===== src/rtl/uart_packet_parser.sv =====
// Frames UART RX bytes as SYNC, LEN, payload, CHK and streams checked payload
// over valid/ready; malformed frames are dropped and reported with a reason code.
module uart_packet_parser #(
  parameter logic [7:0] SYNC_BYTE      = 8'hA5,
  parameter int         MAX_LEN        = 16,
  parameter int         TIMEOUT_CYCLES = 1000000
) (
  input  logic       clk,
  input  logic       rst,
  input  logic [7:0] rx_data,
  input  logic       rx_done,
  output logic [7:0] pkt_data,
  output logic       pkt_valid,
  input  logic       pkt_ready,
  output logic       pkt_last,
  output logic [7:0] pkt_len,
  output logic       err_valid,
  output logic [1:0] err_code
);

  localparam int             IW       = (MAX_LEN > 1) ? $clog2(MAX_LEN) : 1;
  localparam int             TW       = $clog2(TIMEOUT_CYCLES + 1);
  localparam logic [TW-1:0]  TMAX     = TW'(TIMEOUT_CYCLES);
  localparam logic [7:0]     MAX_LEN8 = 8'(MAX_LEN);

  localparam logic [1:0] E_LEN = 2'd0;
  localparam logic [1:0] E_CHK = 2'd1;
  localparam logic [1:0] E_TMO = 2'd2;
  localparam logic [1:0] E_OVR = 2'd3;

  typedef enum logic [2:0] {S_IDLE, S_LEN, S_PAYLOAD, S_CHK, S_SEND} state_t;

  state_t        state;
  logic          rx_done_q;
  logic [7:0]    len_q;
  logic [7:0]    chk;
  logic [7:0]    idx;
  logic [7:0]    rd;
  logic [TW-1:0] tcnt;
  logic [7:0]    mem [2**IW];

  logic       byte_ev;
  logic       tmo;
  logic       counting;
  logic [7:0] rd_nx;

  // rx_done is a level; only its rising edge is a new byte
  assign byte_ev  = rx_done & ~rx_done_q;
  assign counting = (state == S_LEN) || (state == S_PAYLOAD) || (state == S_CHK);
  assign tmo      = counting && !byte_ev && (tcnt == TMAX);
  assign rd_nx    = rd + 8'd1;

  // Payload buffer carries no reset; contents are only read after being written
  always_ff @(posedge clk) begin
    if (!rst && state == S_PAYLOAD && byte_ev)
      mem[idx[IW-1:0]] <= rx_data;
  end

  always_ff @(posedge clk) begin
    if (rst) begin
      state     <= S_IDLE;
      rx_done_q <= 1'b0;
      len_q     <= 8'd0;
      chk       <= 8'd0;
      idx       <= 8'd0;
      rd        <= 8'd0;
      tcnt      <= '0;
      pkt_valid <= 1'b0;
      pkt_data  <= 8'd0;
      pkt_last  <= 1'b0;
      pkt_len   <= 8'd0;
      err_valid <= 1'b0;
      err_code  <= 2'd0;
    end else begin
      rx_done_q <= rx_done;
      err_valid <= 1'b0;

      if (byte_ev || !counting) tcnt <= '0;
      else if (tcnt != TMAX)    tcnt <= tcnt + TW'(1);
      else                      tcnt <= '0;

      case (state)
        S_IDLE: begin
          if (byte_ev && rx_data == SYNC_BYTE) state <= S_LEN;
        end
        S_LEN: begin
          if (byte_ev) begin
            if (rx_data == 8'd0 || rx_data > MAX_LEN8) begin
              err_valid <= 1'b1;
              err_code  <= E_LEN;
              state     <= S_IDLE;
            end else begin
              len_q   <= rx_data;
              pkt_len <= rx_data;
              chk     <= rx_data;
              idx     <= 8'd0;
              state   <= S_PAYLOAD;
            end
          end
        end
        S_PAYLOAD: begin
          if (byte_ev) begin
            chk <= chk ^ rx_data;
            idx <= idx + 8'd1;
            if (idx == len_q - 8'd1) state <= S_CHK;
          end
        end
        S_CHK: begin
          if (byte_ev) begin
            if (rx_data == chk) begin
              // First payload byte is presented on the same edge the CHK is taken
              rd        <= 8'd0;
              pkt_valid <= 1'b1;
              pkt_data  <= mem[{IW{1'b0}}];
              pkt_last  <= (len_q == 8'd1);
              state     <= S_SEND;
            end else begin
              err_valid <= 1'b1;
              err_code  <= E_CHK;
              state     <= S_IDLE;
            end
          end
        end
        S_SEND: begin
          if (byte_ev) begin
            err_valid <= 1'b1;
            err_code  <= E_OVR;
          end
          if (pkt_ready) begin
            if (pkt_last) begin
              pkt_valid <= 1'b0;
              pkt_last  <= 1'b0;
              state     <= S_IDLE;
            end else begin
              rd       <= rd_nx;
              pkt_data <= mem[rd_nx[IW-1:0]];
              pkt_last <= (rd_nx == len_q - 8'd1);
            end
          end
        end
        default: state <= S_IDLE;
      endcase

      // A byte on the expiry cycle wins, so tmo already excludes byte_ev
      if (tmo) begin
        err_valid <= 1'b1;
        err_code  <= E_TMO;
        state     <= S_IDLE;
      end
    end
  end

endmodule


===== config.mk =====
export PLATFORM = sky130hd
export DESIGN_NAME = uart_packet_parser
export DESIGN_NICKNAME = d
export VERILOG_FILES = /design/src/rtl/uart_packet_parser.sv
export SDC_FILE = /design/constraint.sdc
export NUM_CORES = 1
export LEC_CHECK = 0
export ABC_AREA = 1
export BUFFER_PORTS_ARGS = -buffer_cell sky130_fd_sc_hd__buf_4
export CORE_ASPECT_RATIO = 0.6
export CORE_MARGIN = 2
export CORE_UTILIZATION = 35
export CTS_CLUSTER_DIAMETER = 30
export DETAILED_ROUTE_END_ITERATION = 12
export HOLD_SLACK_MARGIN = 0.06
export PLACE_DENSITY = 0.6
export SETUP_SLACK_MARGIN = 0.1
export SYNTH_ARGS = -nofsm -noshare
export SYNTH_HDL_FRONTEND = slang
export SYNTH_SLANG_ARGS = --single-unit

===== constraint.sdc =====
create_clock -name clk -period 3.8 [get_ports clk]
set_input_delay 0.38 -clock clk [delete_from_list [all_inputs] [get_ports clk]]
set_output_delay 0.38 -clock clk [all_outputs]
set_load 0.005 [all_outputs]

* Yosys cells after proc, flatten, opt, wreduce, memory -nomap -nowiden
Memories as Yosys holds them, arrays and structs flattened.
Index checks and enable logic that the tools add are counted.
** Operators by class
- $add $sub $neg :: 4
- Magnitude comparators :: 1
- Eq/ne operators :: 29
- Mux-type cells :: 54
- Bitwise gates (word level) :: 5
- Reduce and logical (&&, ||, !) cells :: 28
** Operators with widths (number)
- 2-to-1 mux 8 bit :: 14
- case mux 8 bit (2 select lines) :: 4
- equality test 8 bit :: 3
- 2-to-1 mux 3 bit :: 8
- adder 20 x 1 -> 20 bit (second input constant) :: 1
- equality test 20 bit (second input constant) :: 1
- inequality test 2 bit (second input constant) :: 10
- inequality test 20 bit (second input constant) :: 1
- adder 8 x 1 -> 8 bit (second input constant) :: 2
- 2-to-1 mux 1 bit :: 16
- case mux 3 bit (5 select lines) :: 1
- 2-to-1 mux 2 bit :: 7
- inequality test 3 bit (second input constant) :: 4
- AND reduction 6 bit :: 2
- AND reduction 5 bit :: 2
- equality test 8 x 1 -> 1 bit (second input constant) :: 1
- equality test 8 bit (second input constant) :: 1
- > comparator 8 x 5 -> 1 bit (second input constant) :: 1
- zero test 8 bit :: 1
- AND reduction 4 bit :: 2
- subtractor 8 x 1 -> 8 bit (second input constant) :: 1
- XOR 8 bit :: 1
- AND reduction 7 bit :: 1
- equality test 3 x 2 -> 1 bit (second input constant) :: 2
- 19 further kinds :: 34
** Word-level totals
- Bits in registers :: 69
- Bits in writable memories :: 128
- Bits of input ports :: 12
- Output and inout bits :: 21
- Logic and storage cells :: 135
- Memories :: 1
** Memory list
- mem :: depth 16, width 8, read ports 2, clocked after Yosys merged registers in 0, wr ports 1, RTL line 40 : logic [7:0] mem [2**IW];

* Logic depth before layout (Yosys ltp)
Gate-level depths: netlist of run 1.
- Word-level depth :: 7
- Gate-level depth with buffers :: 14
- Gate-level depth less buffers :: 14

* Worst setup path before layout of run 1
OpenSTA, ideal clock, no wires.
- Kind :: register to register
- From :: reg state[2]
- To :: mem mem[0][0] (enable)
- Setup time :: 0.370 ns
- Data arrival time :: 1.605 ns
- Required time :: 3.430 ns
- Setup slack :: 1.825 ns
- Cell stages (with the launch flop) :: 10
- Buffers on the path :: 0
- Clock period less this slack :: 1.975 ns
- Path through :: dfxtp_1 nor2_1 inv_1 nor2_4 inv_1 nor2_1 inv_1 nor2_1 nand2_1 nor2_1
** Between the ends
- Cells in the longest elaborated chain, start to end :: 5
** Ends and longest elaborated chain
- start: declaration :: RTL line 33 : state_t state;
- start signal: assignment :: RTL line 61 : state <= S_IDLE;
- start signal: assignment :: RTL line 84 : if (byte_ev && rx_data == SYNC_BYTE) state <= S_LEN;
- start signal: assignment :: RTL line 91 : state <= S_IDLE;
- equality test 3 x 2 -> 1 bit :: RTL line 55 : if (!rst && state == S_PAYLOAD && byte_ev)
- logical AND 1 bit (2 in series) :: RTL line 55
- 2-to-1 mux 1 bit :: RTL line 55
- 2-to-1 mux 1 bit (not written as such) :: RTL line 56 : mem[idx[IW-1:0]] <= rx_data;
- end: declaration :: RTL line 40
No other way between the ends.

* Worst setup path after layout of run 1
- From :: reg state[2]
- To :: mem mem[8][2] (enable)
The elaborated chain is that of the path after synthesis.

==> results of run 1 <==
logic make-up (layout without fill, tap and decap cells):
group           after synthesis  in the layout  synth area share [%]
xor+xnor                     29             29                  3.08
compound gates              170            170                  10.5
flops                       197            197                  57.4
simple gates                469            469                  22.4
fa+ha+maj                     9              9                  1.24
buf+inv                     124            159                  5.41
routing by layer:
metal  vias to the layer above  global-route usage [%]  wire [um]
met1                      3287                    27.9      12300
met2                       195                    23.2       8910
met4                         0                    3.91        206
li1                       3424                       -          -
met3                        18                    5.88       1770
met5                         -                       0          0
power by group:
group	internal [mW]	switching (mW)
logic	0.0700	0.181
registers	2.28	0.00704
clock network	0.935	0.786
layout make-up:
class	instances	share of cell area, %
Clock inverter	12	0.990
Inverter	88	3.24
Sequential cell	197	51.0
Timing Repair Buffer	39	2.86
Clock buffer	20	4.46
Tap cell	352	4.30
Multi-Input combinational cell	677	33.1
placed cells by master (no fill, tap or decap), types with 8 or more instances in the layout:
cell and instances:
nand3_1 52, a21oi_1 38, dfxtp_1 68, o211ai_1 33, nor3_1 17, ha_1 8, xor2_1 20, edfxtp_1 128
nand4_1 17, o21ai_0 85, inv_1 80, a31oi_1 8, nand2_1 166, nor2_1 191, buf_4 39, clkbuf_16 17
metrics by stage:
step                std cells  utilization (%)  setup slack, ps  cell area (sq um)
detailed placement       1353             38.0             1120               9680
floorplan                 998                -             1830               9110
CTS                      1385             40.2             1080              10200
finish                   1385             40.2             1120              10200
global route             1385             40.2              754              10200
global placement         1353             38.0             1120               9680
worst paths after layout:
| path | from | end | slack, ps | depth (start not counted) |
|---|---|---|---|---|
| min reg2reg | tcnt[19] | tcnt[19] | 470 | 2 |
| max reg2reg | state[2] | mem[8][2] | 1120 | 9 |
| min | rx_done | rx_done_q | 150 | 3 |
| max | state[2] | mem[8][2] | 1120 | 9 |
tightest hold or removal path: cells and delay by family:
family,cells,cell delay (ps)
AND/OR/NAND/NOR,1,70
buffers and inverters,2,110
flip-flops by register name, summed over array words and instances (netlist names):
register   cells
chk            8
err_code       2
err_valid      1
idx            8
len_q          8
mem          128
pkt_data       8
pkt_last       1
pkt_valid      1
rd             8
rx_done_q      1
state          3
tcnt          20
==> key figures, run 1 <==
Global routing
  – Gr usage total: 17.8%
  – Overflow after GRT: 0
  – Largest net degree at the start of global routing: 68
  – Initial antenna violation count: 1
  – Vias in the first global route: 6263
  – First-pass GRT wire length: 36200 um

Job
  – Max Cap Viol: 0

Yosys
  – Area share of the largest cell type after synthesis: 42.2%
  – Synth Instances: 998
  – Synth Cell Area: 0.00911 sq mm
  – Count leader, synth: nor2_1
  – Yosys synthesis warning count: 0
  – Syn_nets: 1019
  – Seq/Total Area, Yosys: 57.4%
  – Post-synth top area cell: edfxtp_1
  – Unique masters post-synth: 43
  – Post-synth EDFFs: 128
  – Register bit total from synthesis: 197
  – Async set-reset flop share out of synthesis: 0%
  – Syn Area/Cell: 9.13 sq um
  – Most common flop cell mapped by yosys: edfxtp_1
  – Largest cells by area after synthesis: edfxtp_1 (42%), dfxtp_1 (15%), nor2_1 (7.9%)
  – Post-synth top cells: nor2_1 (191), nand2_1 (166), edfxtp_1 (128), o21ai_0 (85), inv_1 (81)

Pwr
  – Leakage: 3.66 nW
  – Worst VDD drop: 289 uV
  – Pwr dens: 416 mW/mm^2
  – Pwr Total: 4.26 mW

Routing
  – 1st-pass router iterations: 6
  – DR iter-0 viols: 696
  – DR vias/cell: 5.00
  – Antenna-violating nets left: 0
  – Post-route DRC: 0
  – Drt total wl: 23200 um
  – Vias: 6924
  – Wirelength per Cell: 16.8 um

Setup path
  – Setup CP Type: register to register
  – Crit path max-delay cell type: nor2_1
  – Worst path cell trace: nor2_1 -> inv_1 -> nor2_4 -> inv_1 -> nor2_1 -> inv_1 -> nor2_1 -> nand2_1 -> nor2_1
  – Critical path required time: 3870 ps
  – CP arrival: 2750 ps
  – Worst path max stage delay: 640 ps
  – Crit path max fanout: 13
  – CP Capture Type: register
  – WP buf/inv: 3
  – Most used cell, CP: nor2_1
  – Largest delay share family, worst path: simple AND/OR/NAND/NOR gates
  – Critical path startpoint category: register

Floorplan
  – Total die area: 0.0274 sq mm
  – Die X: 212 um
  – Initial Utilization: 35.8%
  – Site Rows: 45
  – Ports: 33
  – Die Height: 129 um
  – Core Footprint: 0.0254 sq mm

Clock network
  – Setup bufs post-CTS: 0
  – Longest Clk Path Bufs: 2
  – Root Driver: clkbuf_16
  – CTS H-tree lvls: 4
  – TritonCTS clock tree: done
  – Clk Latency, worst-skew pair: 440 ps
  – Post-CTS Hold Buffers: 0
  – Worst-path clk slew: 70 ps
  – Resized cells post-CTS: 0
  – Cts bufs inserted: 17
  – CTS sink cnt: 197

Final layout
  – Ratio of cells with drive above 1 in the final layout: 9.49%
  – Layout area overhead: 12.4%
  – Footprint of the multi-input gates: 0.00339 sq mm
  – Register area: 0.00523 sq mm
  – ANT cells: 0
  – Layout Nets: 1041
  – Fill cells: 2555

Timing
  – Slew Viols, Final: 0
  – Worst hold margin: 149 ps
  – Clk_skew: 9.07 ps
  – Setup_tns: 0 ps
  – # setup viols final: 0
  – Relative slew slack: 24.2%
  – Min Clock Period, post-route: 2680 ps
  – Fin. Hold Viols: 0
  – RSZ-0062 raised after global routing: false
  – Achievable Freq: 373 MHz
  – Period utilisation layout: 70.5%
  – Worst Tran Pin Value: 1140 ps

Hold path
  – Worst hold-check path type: primary input to register

Status
  – Run status: finished clean

Placed design
  – Routability cong.: 0.828
  – DPL Wire Length: 15900 um
  – Number of port buffers: 32
Power figures use the tool's default switching activity.
==> inputs of run 2 (changes only) <==
==> constraint.sdc (replaced) <==
create_clock -name clk -period 2.5 [get_ports clk]
set_input_delay 0.25 -clock clk [delete_from_list [all_inputs] [get_ports clk]]
set_output_delay 0.25 -clock clk [all_outputs]
set_load 0.005 [all_outputs]
==> run 2 against run 1 <==
Net effect: count of clock-buffer cells in the layout rose by 1; global-route usage grew 1.3 points; core utilization is 1.2 points higher; largest cell class unchanged; highest routed layer unchanged; first-iteration DRC count is 7.3% lower; via count grew 2.0%; hold slack got worse by 13 ps; worst setup slack worse by 880 ps; sequential share of layout area decreased by 1.4 points; clock skew is 1.4 ps lower; critical endpoint is now pkt_data[4]; fmax increased by 19%; final area grew 2.9%; clock power grew 60%.
==> key figures, run 2 (same netlist as run 1, synthesis figures left out) <==
Timing
  – Period utilisation layout: 90.2%
  – RSZ-0062 raised after global routing: false
  – Min Clock Period, post-route: 2260 ps
  – Fin. Hold Viols: 0
  – Achievable Freq: 443 MHz
  – Worst Tran Pin Value: 697 ps
  – Slew Viols, Final: 0
  – Setup_tns: 0 ps
  – Relative slew slack: 53.0%
  – # setup viols final: 0
  – Clk_skew: 7.63 ps

Floorplan
  – Site Rows: 45
  – Die Height: 129 um
  – Core Footprint: 0.0254 sq mm
  – Initial Utilization: 35.8%
  – Ports: 33
  – Die X: 212 um
  – Total die area: 0.0274 sq mm

Setup path
  – Crit path from: rd[0]
  – FF-to-FF setup slack: 240 ps
  – Largest delay share family, worst path: compound AO/OA/AOI/OAI gates
  – Worst R2R Path Depth: 9
  – Critical path required time: 2840 ps
  – Launch point of the worst reg-to-reg path: rd[0]
  – Critical path startpoint category: register
  – Setup CP Type: register to register
  – CP Depth: 9
  – CP Capture Type: register
  – WP buf/inv: 3
  – Worst path max stage delay: 610 ps
  – CP arrival: 2600 ps
  – Worst r2r dst: pkt_data[4]
  – Critical Path Sink: pkt_data[4]
  – Worst path cell trace: buf_4 -> inv_2 -> buf_12 -> o21ai_0 -> o211ai_1 -> nand3_1 -> a31oi_1 -> nor2_1 -> nor2_1
  – Crit path max fanout: 53
  – Crit path max-delay cell type: o21ai_0
  – Most used cell, CP: nor2_1

Routing
  – 1st-pass router iterations: 7
  – Antenna-violating nets left: 0
  – Vias: 7062
  – DR iter-0 viols: 645
  – Drt total wl: 25000 um
  – DR vias/cell: 4.99
  – Post-route DRC: 0
  – Wirelength per Cell: 17.6 um

Final layout
  – Layout area overhead: 15.7%
  – Commonest non-fill, non-tap cells in the layout: nor2_1 (190), nand2_1 (166), edfxtp_1 (128)
  – Layout Nets: 1072
  – Max reg flops: 128
  – Ratio of cells with drive above 1 in the final layout: 12.1%
  – Commonest non-fill, non-tap cell in the layout: nor2_1
  – Fill cells: 2575
  – ANT cells: 0

Pwr
  – Switching Share: 22.9%
  – Seq pwr share: 52.5%
  – Leakage: 3.83 nW
  – Comb power frac: 6.2%
  – Internal cell power: 5.12 mW
  – Pwr Total: 6.65 mW
  – Worst VDD drop: 453 uV
  – Clk network pwr share: 41.3%
  – Pwr dens: 631 mW/mm^2
  – Net Switching: 1.52 mW

Global routing
  – Overflow after GRT: 0
  – Vias in the first global route: 6636
  – Initial antenna violation count: 1
  – First-pass GRT wire length: 38700 um
  – Gr usage total: 19.1%
  – Largest net degree at the start of global routing: 54

Status
  – Run status: finished clean

Clock network
  – Cts bufs inserted: 17
  – Worst-path clk slew: 70 ps
  – CTS sink cnt: 197
  – Longest Clk Path Bufs: 2
  – TritonCTS clock tree: done
  – CTS H-tree lvls: 4
  – Root Driver: clkbuf_16
  – Clk Latency, worst-skew pair: 440 ps

Placed design
  – DPL Wire Length: 17500 um
  – Routability cong.: 0.907
  – Number of port buffers: 32

Job
  – Max Cap Viol: 0

Hold path
  – Worst hold-check path type: primary input to register
[run 2: cell count changes in the layout (fill, tap and decap cells not counted), sizes merged]
cell         change
bufinv           +1
dlygate4sd3      +1
buf             +30
inv              -1
clkbuf           +1
clkinv           -4
clkinvlp         +3
[run 2: worst min-delay path by stage]
| stage | start | end | cells after the start | slack [ps] |
|---|---|---|---|---|
| floorplan | rx_data[0] | mem[0][0] | 0 | 350 |
| global placement | tcnt[19] | tcnt[19] | 2 | 450 |
| detailed placement | tcnt[19] | tcnt[19] | 2 | 460 |
| CTS | rx_data[0] | mem[6][0] | 1 | 120 |
| global route | rx_data[0] | mem[6][0] | 1 | 130 |
| finish | rx_data[0] | mem[4][0] | 1 | 140 |
[run 2: cell type report]
type	instances	area [sq um]	area share, %
tap	352	440	4.18
clock inverter	11	126	1.20
multi-input combinational	677	3400	32.3
sequential	197	5230	49.6
inverter	88	332	3.15
timing repair buffer	70	553	5.25
clock buffer	21	460	4.37
[run 2: worst register-to-register path: cells and delay by family (launching register included)]
kind | cells | cell delay, ps
buffers and inverters | 3 | 540
AO/OA/AOI/OAI | 3 | 970
AND/OR/NAND/NOR | 3 | 300
flip-flops | 1 | 360
[run 2: per-stage QoR]
stage	util [%]	area (sq um)	hold slack (ps)	cells	setup WS [ps]
2_1_floorplan	-	9110	349	998	525
3_3_place_gp	39.0	9930	449	1383	153
3_5_place_dp	39.0	9930	456	1383	170
4_1_cts	41.4	10500	125	1416	275
5_1_grt	41.4	10500	130	1416	129
6_report	41.4	10500	136	1416	244
[run 2: layer usage]
metal / wire (um) / vias up / track usage [%] / share of wire [%]
li1: - / 3476 / - / -
met1: 12700 / 3335 / 29.3 / 51
met2: 9600 / 231 / 25.1 / 38
met3: 2450 / 20 / 6.61 / 9.8
met4: 223 / 0 / 4.40 / 0.89
met5: 0 / - / 0 / 0
[run 2: power groups by stage]
| stage | clock network (mW) | registers (mW) | logic, mW |
|---|---|---|---|
| 2_1_floorplan | 0 | 3.55 | 0.217 |
| 4_1_cts | 2.80 | 3.49 | 0.410 |
| 3_5_place_dp | 0 | 3.56 | 0.408 |
| 6_report | 2.75 | 3.49 | 0.414 |
| 3_3_place_gp | 0 | 3.56 | 0.412 |
| 5_1_grt | 2.93 | 3.49 | 0.457 |
[run 2: repair_timing]
| item | in CTS | in global routing |
|---|---|---|
| resized for setup | 0 | 2 |
| buffers inserted | 0 | 0 |
| endpoints found under the setup margin | 0 | 91 |
| hold buffers | 1 | 0 |
| endpoints found under the hold margin | 1 | 0 |
